## config.mk

```make
export PLATFORM = sky130hd
export DESIGN_NAME = stage_if_pf
export DESIGN_NICKNAME = d
export VERILOG_FILES = /design/src/rtl/stage_if_pkg.sv /design/src/rtl/if_prefetch_fifo.sv /design/src/rtl/stage_if_pf.sv
export SDC_FILE = /design/constraint.sdc
export NUM_CORES = 1
export LEC_CHECK = 0
export CORE_ASPECT_RATIO = 1.4
export CORE_MARGIN = 2
export CORE_UTILIZATION = 25
export CTS_BUF_LIST = sky130_fd_sc_hd__clkbuf_4
export DETAILED_ROUTE_END_ITERATION = 10
export GPL_TIMING_DRIVEN = 0
export HOLD_SLACK_MARGIN = 0.1
export SYNTH_ARGS = -nofsm -noshare
export SYNTH_HDL_FRONTEND = slang
export SYNTH_HIERARCHICAL = 1
export SYNTH_SLANG_ARGS = --single-unit
```

## constraint.sdc

```tcl
create_clock -name Clk -period 4.1 [get_ports Clk]
set_input_delay 1.23 -clock Clk [delete_from_list [all_inputs] [get_ports Clk]]
set_output_delay 1.23 -clock Clk [all_outputs]
set_load 0.05 [all_outputs]
```

## src/rtl/stage_if_pkg.sv

```systemverilog
`default_nettype none
// ============================================================================
// Module      : stage_if_pkg
// Description : Shared constants and types for the instruction-fetch stage.
//               Default address/instruction widths, the sequential PC
//               increment and the prefetch queue entry layout.
// Revision    : 1.0 - initial release
// ============================================================================
package stage_if_pkg;

    localparam int          DEF_AW = 32;
    localparam int          DEF_DW = 32;
    localparam logic [31:0] PC_INC = 32'd4;

    // One prefetch queue entry at the default widths.
    typedef struct packed {
        logic [DEF_AW-1:0] pc;
        logic [DEF_DW-1:0] inst;
    } if_entry_t;

endpackage
`default_nettype wire

```

## src/rtl/if_prefetch_fifo.sv

```systemverilog
`default_nettype none
// ============================================================================
// Module      : if_prefetch_fifo
// Description : DEPTH-entry synchronous FIFO of {pc, inst} pairs used as the
//               fetch stage prefetch queue. Supports push, pop and clear in
//               the same cycle; clear wins over push/pop.
// Ports       : clk        - clock
//               clrn       - synchronous active-low reset
//               clear      - drop all entries
//               push       - write push_pc/push_inst at the tail
//               pop        - drop the head entry (only when count != 0)
//               count      - number of stored entries, 0..DEPTH
//               head_pc    - pc of head entry (undefined when empty)
//               head_inst  - inst of head entry (undefined when empty)
// Revision    : 1.0 - initial release
// ============================================================================
module if_prefetch_fifo
    import stage_if_pkg::*;
#(
    parameter int AW    = DEF_AW,
    parameter int DW    = DEF_DW,
    parameter int DEPTH = 4
) (
    input  logic                       clk,
    input  logic                       clrn,
    input  logic                       clear,
    input  logic                       push,
    input  logic [AW-1:0]              push_pc,
    input  logic [DW-1:0]              push_inst,
    input  logic                       pop,
    output logic [$clog2(DEPTH+1)-1:0] count,
    output logic [AW-1:0]              head_pc,
    output logic [DW-1:0]              head_inst
);

    localparam int PW = (DEPTH > 1) ? $clog2(DEPTH) : 1;
    localparam int CW = $clog2(DEPTH + 1);

    logic [AW-1:0] pc_mem   [DEPTH];
    logic [DW-1:0] inst_mem [DEPTH];
    logic [PW-1:0] wr_ptr;
    logic [PW-1:0] rd_ptr;
    logic [CW-1:0] cnt;

    // Pointers wrap explicitly so non-power-of-two depths work.
    function automatic logic [PW-1:0] adv(input logic [PW-1:0] p);
        return (p == PW'(DEPTH - 1)) ? '0 : p + 1'b1;
    endfunction

    always_ff @(posedge clk) begin
        if (!clrn || clear) begin
            wr_ptr <= '0;
            rd_ptr <= '0;
            cnt    <= '0;
        end else begin
            if (push) wr_ptr <= adv(wr_ptr);
            if (pop)  rd_ptr <= adv(rd_ptr);
            case ({push, pop})
                2'b10:   cnt <= cnt + 1'b1;
                2'b01:   cnt <= cnt - 1'b1;
                default: cnt <= cnt;
            endcase
        end
    end

    // Storage needs no reset: count gates every read of it.
    always_ff @(posedge clk) begin
        if (clrn && !clear && push) begin
            pc_mem[wr_ptr]   <= push_pc;
            inst_mem[wr_ptr] <= push_inst;
        end
    end

    assign count     = cnt;
    assign head_pc   = pc_mem[rd_ptr];
    assign head_inst = inst_mem[rd_ptr];

endmodule
`default_nettype wire

```

## src/rtl/stage_if_pf.sv

```systemverilog
`default_nettype none
// ============================================================================
// Module      : stage_if_pf
// Description : Instruction-fetch stage with a prefetch queue and a
//               valid/ready handshake toward ID. At most one memory read is
//               outstanding; a redirect from MEM flushes every younger fetch.
// Ports       : Clk, Clrn            - clock, synchronous active-low reset
//               MEM_PCSrc            - redirect request
//               MEM_Btarg_or_Jtarg   - redirect target (bits [1:0] ignored)
//               IM_Req, IM_Addr      - instruction memory read strobe/address
//               IM_Rdata             - read data, valid the cycle after IM_Req
//               ID_Ready             - ID accepts the head this cycle
//               IFout_Valid/PC/PC4/Inst - queue head toward ID (0 when empty)
// Revision    : 1.0 - initial release
// ============================================================================
module stage_if_pf
    import stage_if_pkg::*;
#(
    parameter int          AW       = DEF_AW,
    parameter int          DW       = DEF_DW,
    parameter int          DEPTH    = 4,
    parameter logic [AW-1:0] RESET_PC = '0
) (
    input  logic          Clk,
    input  logic          Clrn,
    input  logic          MEM_PCSrc,
    input  logic [AW-1:0] MEM_Btarg_or_Jtarg,
    output logic          IM_Req,
    output logic [AW-1:0] IM_Addr,
    input  logic [DW-1:0] IM_Rdata,
    input  logic          ID_Ready,
    output logic          IFout_Valid,
    output logic [AW-1:0] IFout_PC,
    output logic [AW-1:0] IFout_PC4,
    output logic [DW-1:0] IFout_Inst
);

    localparam int            CW  = $clog2(DEPTH + 1);
    localparam int            OW  = CW + 1;
    localparam logic [AW-1:0] INC = AW'(PC_INC);

    logic [AW-1:0] fetch_pc;
    logic [AW-1:0] inflight_pc;
    logic          inflight;
    logic [CW-1:0] count;
    logic [AW-1:0] head_pc;
    logic [DW-1:0] head_inst;
    logic          valid;
    logic          pop;
    logic          push;
    logic          issue;
    logic [OW-1:0] occ_after_pop;

    assign valid = (count != '0);
    assign pop   = valid & ID_Ready;

    // Reserve a slot for every outstanding read so a returning word always
    // fits; counting the same-cycle pop keeps full-rate streaming at DEPTH=2.
    assign occ_after_pop = OW'(count) + OW'(inflight) - OW'(pop);
    assign issue = Clrn & ~MEM_PCSrc & (occ_after_pop < OW'(DEPTH));
    assign push  = inflight & ~MEM_PCSrc;

    always_ff @(posedge Clk) begin
        if (!Clrn) begin
            fetch_pc <= RESET_PC;
            inflight <= 1'b0;
        end else if (MEM_PCSrc) begin
            fetch_pc <= {MEM_Btarg_or_Jtarg[AW-1:2], 2'b00};
            inflight <= 1'b0;
        end else begin
            inflight <= issue;
            if (issue) fetch_pc <= fetch_pc + INC;
        end
    end

    always_ff @(posedge Clk) begin
        if (!Clrn) begin
            inflight_pc <= RESET_PC;
        end else if (issue) begin
            inflight_pc <= fetch_pc;
        end
    end

    if_prefetch_fifo #(
        .AW    (AW),
        .DW    (DW),
        .DEPTH (DEPTH)
    ) u_fifo (
        .clk       (Clk),
        .clrn      (Clrn),
        .clear     (MEM_PCSrc),
        .push      (push),
        .push_pc   (inflight_pc),
        .push_inst (IM_Rdata),
        .pop       (pop & ~MEM_PCSrc),
        .count     (count),
        .head_pc   (head_pc),
        .head_inst (head_inst)
    );

    assign IM_Req      = issue;
    assign IM_Addr     = fetch_pc;
    assign IFout_Valid = valid;
    assign IFout_PC    = valid ? head_pc        : '0;
    assign IFout_PC4   = valid ? head_pc + INC  : '0;
    assign IFout_Inst  = valid ? head_inst      : '0;

endmodule
`default_nettype wire

```

# Word level (Yosys, flattened, before mapping)
# Memory sizes are Yosys's and may differ from the RTL's. A register that Yosys moved wholly into a read port is not among the register bits.
# Index checks and enable logic that the tools add are counted.
# word_totals
elab_cells	52
ramBits	256
inputBits	68
out_inout_bits	130
mem_count	2
regBits	72
# memory_table
memory	words	word_bits	read_ports	rd_ports_with_merged_regs	wr	line	source
u_fifo.inst_mem	4	32	1	1	1	if_prefetch_fifo.sv:40	logic [DW-1:0] inst_mem [DEPTH];
u_fifo.pc_mem	4	32	1	1	1	if_prefetch_fifo.sv:39	logic [AW-1:0] pc_mem [DEPTH];
# op_classes
n_eq_ne	4
magnitude_cmp	1
reduce_logical	9
bitwise_logic	7
add_sub_neg	8
mux	14
# ops
operator	count
$mux 32	5
$add 32x3->32 const B	2
$mux 2	6
$eq 2x2->1 const B	3
$pmux 3 s2	1
$and 1x1->1	5
$add 2x1->2 const B	2
$add 3x1->4	1
$lt 4x3->1 const B	1
$reduce_bool 2->1	2
$sub 4x1->4	1
$add 3x1->3 const B	1
$reduce_bool 3->1	1
$sub 3x1->3 const B	1
$eq 2x1->1 const B	1
$logic_and 1x1->1	2
$logic_not 1->1	2
$mux 1	2
$not 1->1	2
$reduce_or 2->1	1
$logic_or 1x1->1	1

# Logic depth before layout (Yosys ltp)
# logic_depth
word_depth	7
mapped_depth	14
depth_no_buf	10

# Hierarchy
# The synthesis kept the hierarchy.
# by_module_without_submodules
mod	cells_per_inst	instances	area_per_inst_um2
if_prefetch_fifo	378	1	9749.4
stage_if_pf	537	1	4210.3

# Worst setup path before layout
# No wires, ideal clock.
# synth_path
path_kind	register -> output
from	reg u_fifo.cnt[0] (netlist: u_fifo/count[0])
to	out IM_Req
path_slack_ns	-0.382
path_stages_with_launch	13
n_path_buf	4
t_arrival_ns	3.252
cell_sequence	dfxtp_1 > nor3_1 > clkbuf_1 > clkbuf_1 > nor2b_1 > ha_1 > inv_1 > ha_1 > and3b_1 > or4_1 > buf_2 > nand2_1 > buf_2
# synth_via
elab_chain_len	5
elab_cells_between_ends	6
classes_between	add/sub: 2; order compare: 1; bitwise: 2; reduce/logical: 1
# synth_rtl
element	line	source
start, declared	if_prefetch_fifo.sv:43	logic [CW-1:0] cnt;
start signal, assigned	if_prefetch_fifo.sv:59	2'b10: cnt <= cnt + 1'b1;
start signal, assigned	if_prefetch_fifo.sv:60	2'b01: cnt <= cnt - 1'b1;
start signal, assigned	if_prefetch_fifo.sv:61	default: cnt <= cnt;
branches (longest 2 deep; another with $add 3x1->4)	n/a	
$sub 4x1->4 *	stage_if_pf.sv:59	assign occ_after_pop = OW'(count) + OW'(inflight) - OW'(pop);
$lt 4x3->1 *	stage_if_pf.sv:60	assign issue = Clrn & ~MEM_PCSrc & (occ_after_pop < OW'(DEPTH));
$and 1x1->1 *	stage_if_pf.sv:60	
end, declared	stage_if_pf.sv:28	output logic IM_Req,
# Every way passes the cells marked *.

==> results.sh <==
export IMPL_status="finished, violations left"
export IMPL_violations="negative setup slack"
export IMPL_switchingPower_mw=1.65
export IMPL_ff2ff_path_depth=13
export IMPL_cts_made_buffers=82
export IMPL_die_width_um=204
export IMPL_clkTransAtPathRegs_ns=0.07
export IMPL_grt_pass1_wl_um=57600
export IMPL_drc=0
export IMPL_fp_dieH_um=284
export IMPL_fin_crit_sh=1.09
export IMPL_max_freq_ghz=0.223
export IMPL_power_density_nw_per_um2=367
export IMPL_ys_warn_count=6
export IMPL_slew_headroom=0.551
export IMPL_grt_pass1_vias=9637
export IMPL_die_area_um2=57800
export IMPL_rsz0062_at_grt="yes"
export IMPL_antenna_found_initial=3
export IMPL_async_flop_share=0
export IMPL_wl_um=38900
export IMPL_period_needed_ns=4.49
export IMPL_r2r_setup_slack_ns=0.80
export IMPL_p_sw_frac=0.239
export IMPL_netlist_area_leader_share=0.551
export IMPL_reg2reg_to="IM_Addr[31]"
export IMPL_min_delay_start="u_fifo/rd_ptr[0]"
export IMPL_finalMaxSlewViolations=0
export IMPL_synth_area_leaders="edfxtp_1 55%, dfxtp_1 10%, mux4_2 9.7%"
export IMPL_start_util=0.253
export IMPL_io_pins=198
export IMPL_drtIter0Drc=333
export IMPL_holdWs_ns=0.516
export IMPL_clkPwrFrac=0.405
export IMPL_hold_buffers=0
export IMPL_cts_tree="done"
export IMPL_syn_cell_area_um2=14000
export IMPL_cts_buffer_depth=3
export IMPL_hp_class="flip-flop to flip-flop"
export IMPL_syn_inst=915
export IMPL_layout_drive_gt1_share=0.286
export IMPL_post_drt_via_cell_ratio=4.43
export IMPL_hold_depth=2
export IMPL_setup_ws_ns=-0.389
export IMPL_power_internal_mw=5.24
export IMPL_pwr_share_seq=0.529
export IMPL_h_tree_depth=3
export IMPL_synth_edf_count=256
export IMPL_crit_path_end_kind="output port"
export IMPL_finalSetupViolCount=22
export IMPL_ys_types=55
export IMPL_postRouteAntennaNets=0
export IMPL_syn_area_per_cell_um2=15.3
export IMPL_ys_seq_elements=326
export IMPL_finalHoldViolations=0
export IMPL_leakagePower_nw=6.49
export IMPL_place_hpwl_um=27000
export IMPL_seq_area_frac_synth=0.651
export IMPL_ir_drop_mv=0.187
export IMPL_cts_sinks=326
export IMPL_grt_total_usage=0.135
export IMPL_clockRootBuffer="clkbuf_4"
export IMPL_critPathKind="flip-flop to output port"
export IMPL_cp_max_fo=7
export IMPL_core_area_um2=55300
export IMPL_vias=9075
export IMPL_grt_overflow_total=0
export IMPL_areaGrowthSynthToFinish_pct=34.3
export IMPL_crit_end="IFout_PC4[26]"
export IMPL_tightest_slew_ns=0.656
export IMPL_critical_path_required_ns=2.87
export IMPL_start_kind="flip-flop"
export IMPL_arrival_ns=3.26
export IMPL_routedWlPerCell_um=19.0
export IMPL_r2r_start="u_fifo/count[0]"
export IMPL_fin_skew_ns=0.0398
export IMPL_layout_nets=1339
export IMPL_maxCapViolations=0
export IMPL_clock_latency_ns=0.76
export IMPL_first_pass_iters=4
export IMPL_fillerInstances=5432
export IMPL_placementRows=102
export IMPL_combPwrFrac=0.065
export IMPL_ys_flop_type="edfxtp_1"
export IMPL_place_congestion=0.854
export IMPL_post_route_util=0.339
export IMPL_grt_start_max_net_pins=47
export IMPL_netlist_top_cell_by_area="edfxtp_1"
export IMPL_io_buffers=193
==> metrics by stage <==
stage                     total power, mW  instances  setup TNS [ns]  area [µm²]  setup WS, ns
after global routing                 7.22       2048          -11.06       18800        -0.601
after floorplan                      3.95        924               0       14000        0.0223
final                                6.89       2048           -5.72       18800        -0.389
after detailed placement             4.17       1850          -67.79       17000         -2.06
after CTS                            7.03       2023           -9.71       18500        -0.610
after global placement               4.16       1845         -540.02       16900         -2.07
==> worst min-delay path by stage <==
| stage | end | slack [ns] |
|---|---|---|
| 2_1_floorplan | u_fifo/pc_mem[0][10] | 0.46 |
| 3_3_place_gp | u_fifo/pc_mem[1][22] | 0.48 |
| 3_5_place_dp | u_fifo/pc_mem[3][22] | 0.51 |
| 4_1_cts | u_fifo/pc_mem[3][22] | 0.52 |
| 5_1_grt | u_fifo/pc_mem[3][22] | 0.53 |
| 6_report | flip-flop | 0.52 |
==> per-layer routing <==
| layer | part of all wire | wire (µm) | global-route usage |
|---|---|---|---|
| met1 | 0.40 | 15700 | 0.151 |
| met2 | 0.52 | 20400 | 0.241 |
| met3 | 0.046 | 1780 | 0.0281 |
| met4 | 0.028 | 1100 | 0.0659 |
| met5 | 0.00026 | 10 | 0 |
==> power by group through the flow <==
stage | combinational (mW) | sequential [mW] | clock [mW]
floorplan | 0.182 | 3.77 | 0
finish | 0.449 | 3.65 | 2.79
CTS | 0.451 | 3.65 | 2.93
global route | 0.477 | 3.65 | 3.09
detailed placement | 0.447 | 3.72 | 0
global placement | 0.440 | 3.72 | 0
==> critical path: stages (launching register included) <==
cell and delay, ns:
dfxtp_4 0.41, buf_12 0.15, mux4_2 0.41, nand4_1 0.13
buf_6 0.16, nor4_4 0.33, buf_4 0.17, buf_6 0.12
nand4_1 0.11, xor2_1 0.15, nor2_1 0.12, buf_6 0.19
==> kinds of logic after synthesis <==
| kind of cell | after synthesis | synth area share |
|---|---|---|
| buffers and inverters | 69 | 0.0287 |
| multiplexers | 99 | 0.130 |
| flip-flops | 326 | 0.651 |
| AO/OA/AOI/OAI | 89 | 0.0385 |
| adder cells (fa/ha/maj) | 12 | 0.0113 |
| XOR/XNOR | 47 | 0.0295 |
| AND/OR/NAND/NOR | 272 | 0.111 |
| other | 1 | 0.000269 |
==> final cells by class <==
class	instances	area, µm²	area share
clock inverter	24	161	0.00861
antenna	1	2.50	0.000133
inverter	14	52.6	0.00280
tap	728	911	0.0486
clock buffer	120	901	0.0480
timing repair buffer	253	2470	0.132
multi-input combinational	529	4740	0.253
sequential	326	9100	0.485
buffer	53	408	0.0218
==> repair_timing <==
action,in CTS,in global routing
setup buffers,30,25
pin swaps,24,12
endpoints found under the hold margin,0,0
gates resized for setup,373,41
setup endpoints to repair,159,36
==> registers in the layout, summed over array words and instances, names as in the netlist, named ones only <==
signal,cells
u_fifo/inst_mem,128
u_fifo/pc_mem,128
IM_Addr,30
inflight_pc,30
u_fifo/count,3
u_fifo/rd_ptr,2
u_fifo/wr_ptr,2
inflight,1
==> synthesized netlist by cell type, types with 6 or more instances <==
master and instances:
a211oi_1 6, a21oi_1 23, a311oi_1 8, a31oi_1 9
and3_1 15, and4_1 11, buf_12 6, buf_2 10
clkbuf_1 29, dfxtp_1 70, edfxtp_1 256, ha_1 11
inv_1 13, mux2i_1 34, mux4_2 60, nand2_1 22
nand3_1 25, nand4_1 18, nor2_1 41, nor2b_1 99
nor3_1 14, o21ai_0 31, xnor2_1 25, xor2_1 22
==> layout by cell type, fill, tap and decap left out, types with 7 or more instances in the layout <==
cell type and count:
and3_1 11, inv_1 11, o21ai_0 31, clkdlybuf4s50_1 95, clkbuf_2 10, dlygate4sd2_1 47, conb_1 10, xor2_1 21
nand2_1 16, buf_2 9, a311oi_1 8, buf_12 8, nor3_1 11, ha_1 8, and4_1 11, clkbuf_4 120
xnor2_1 25, a31oi_1 9, nand3_2 7, a21oi_1 23, clkbuf_1 22, nor2b_1 97, buf_6 40, edfxtp_1 256
clkinv_1 13, nor2_1 35, mux4_2 62, buf_4 51, dfxtp_1 66, nand3_1 17, mux2i_1 34, clkdlybuf4s15_2 10
nand4_1 18
No activity file was read; power rests on OpenSTA's default activity.
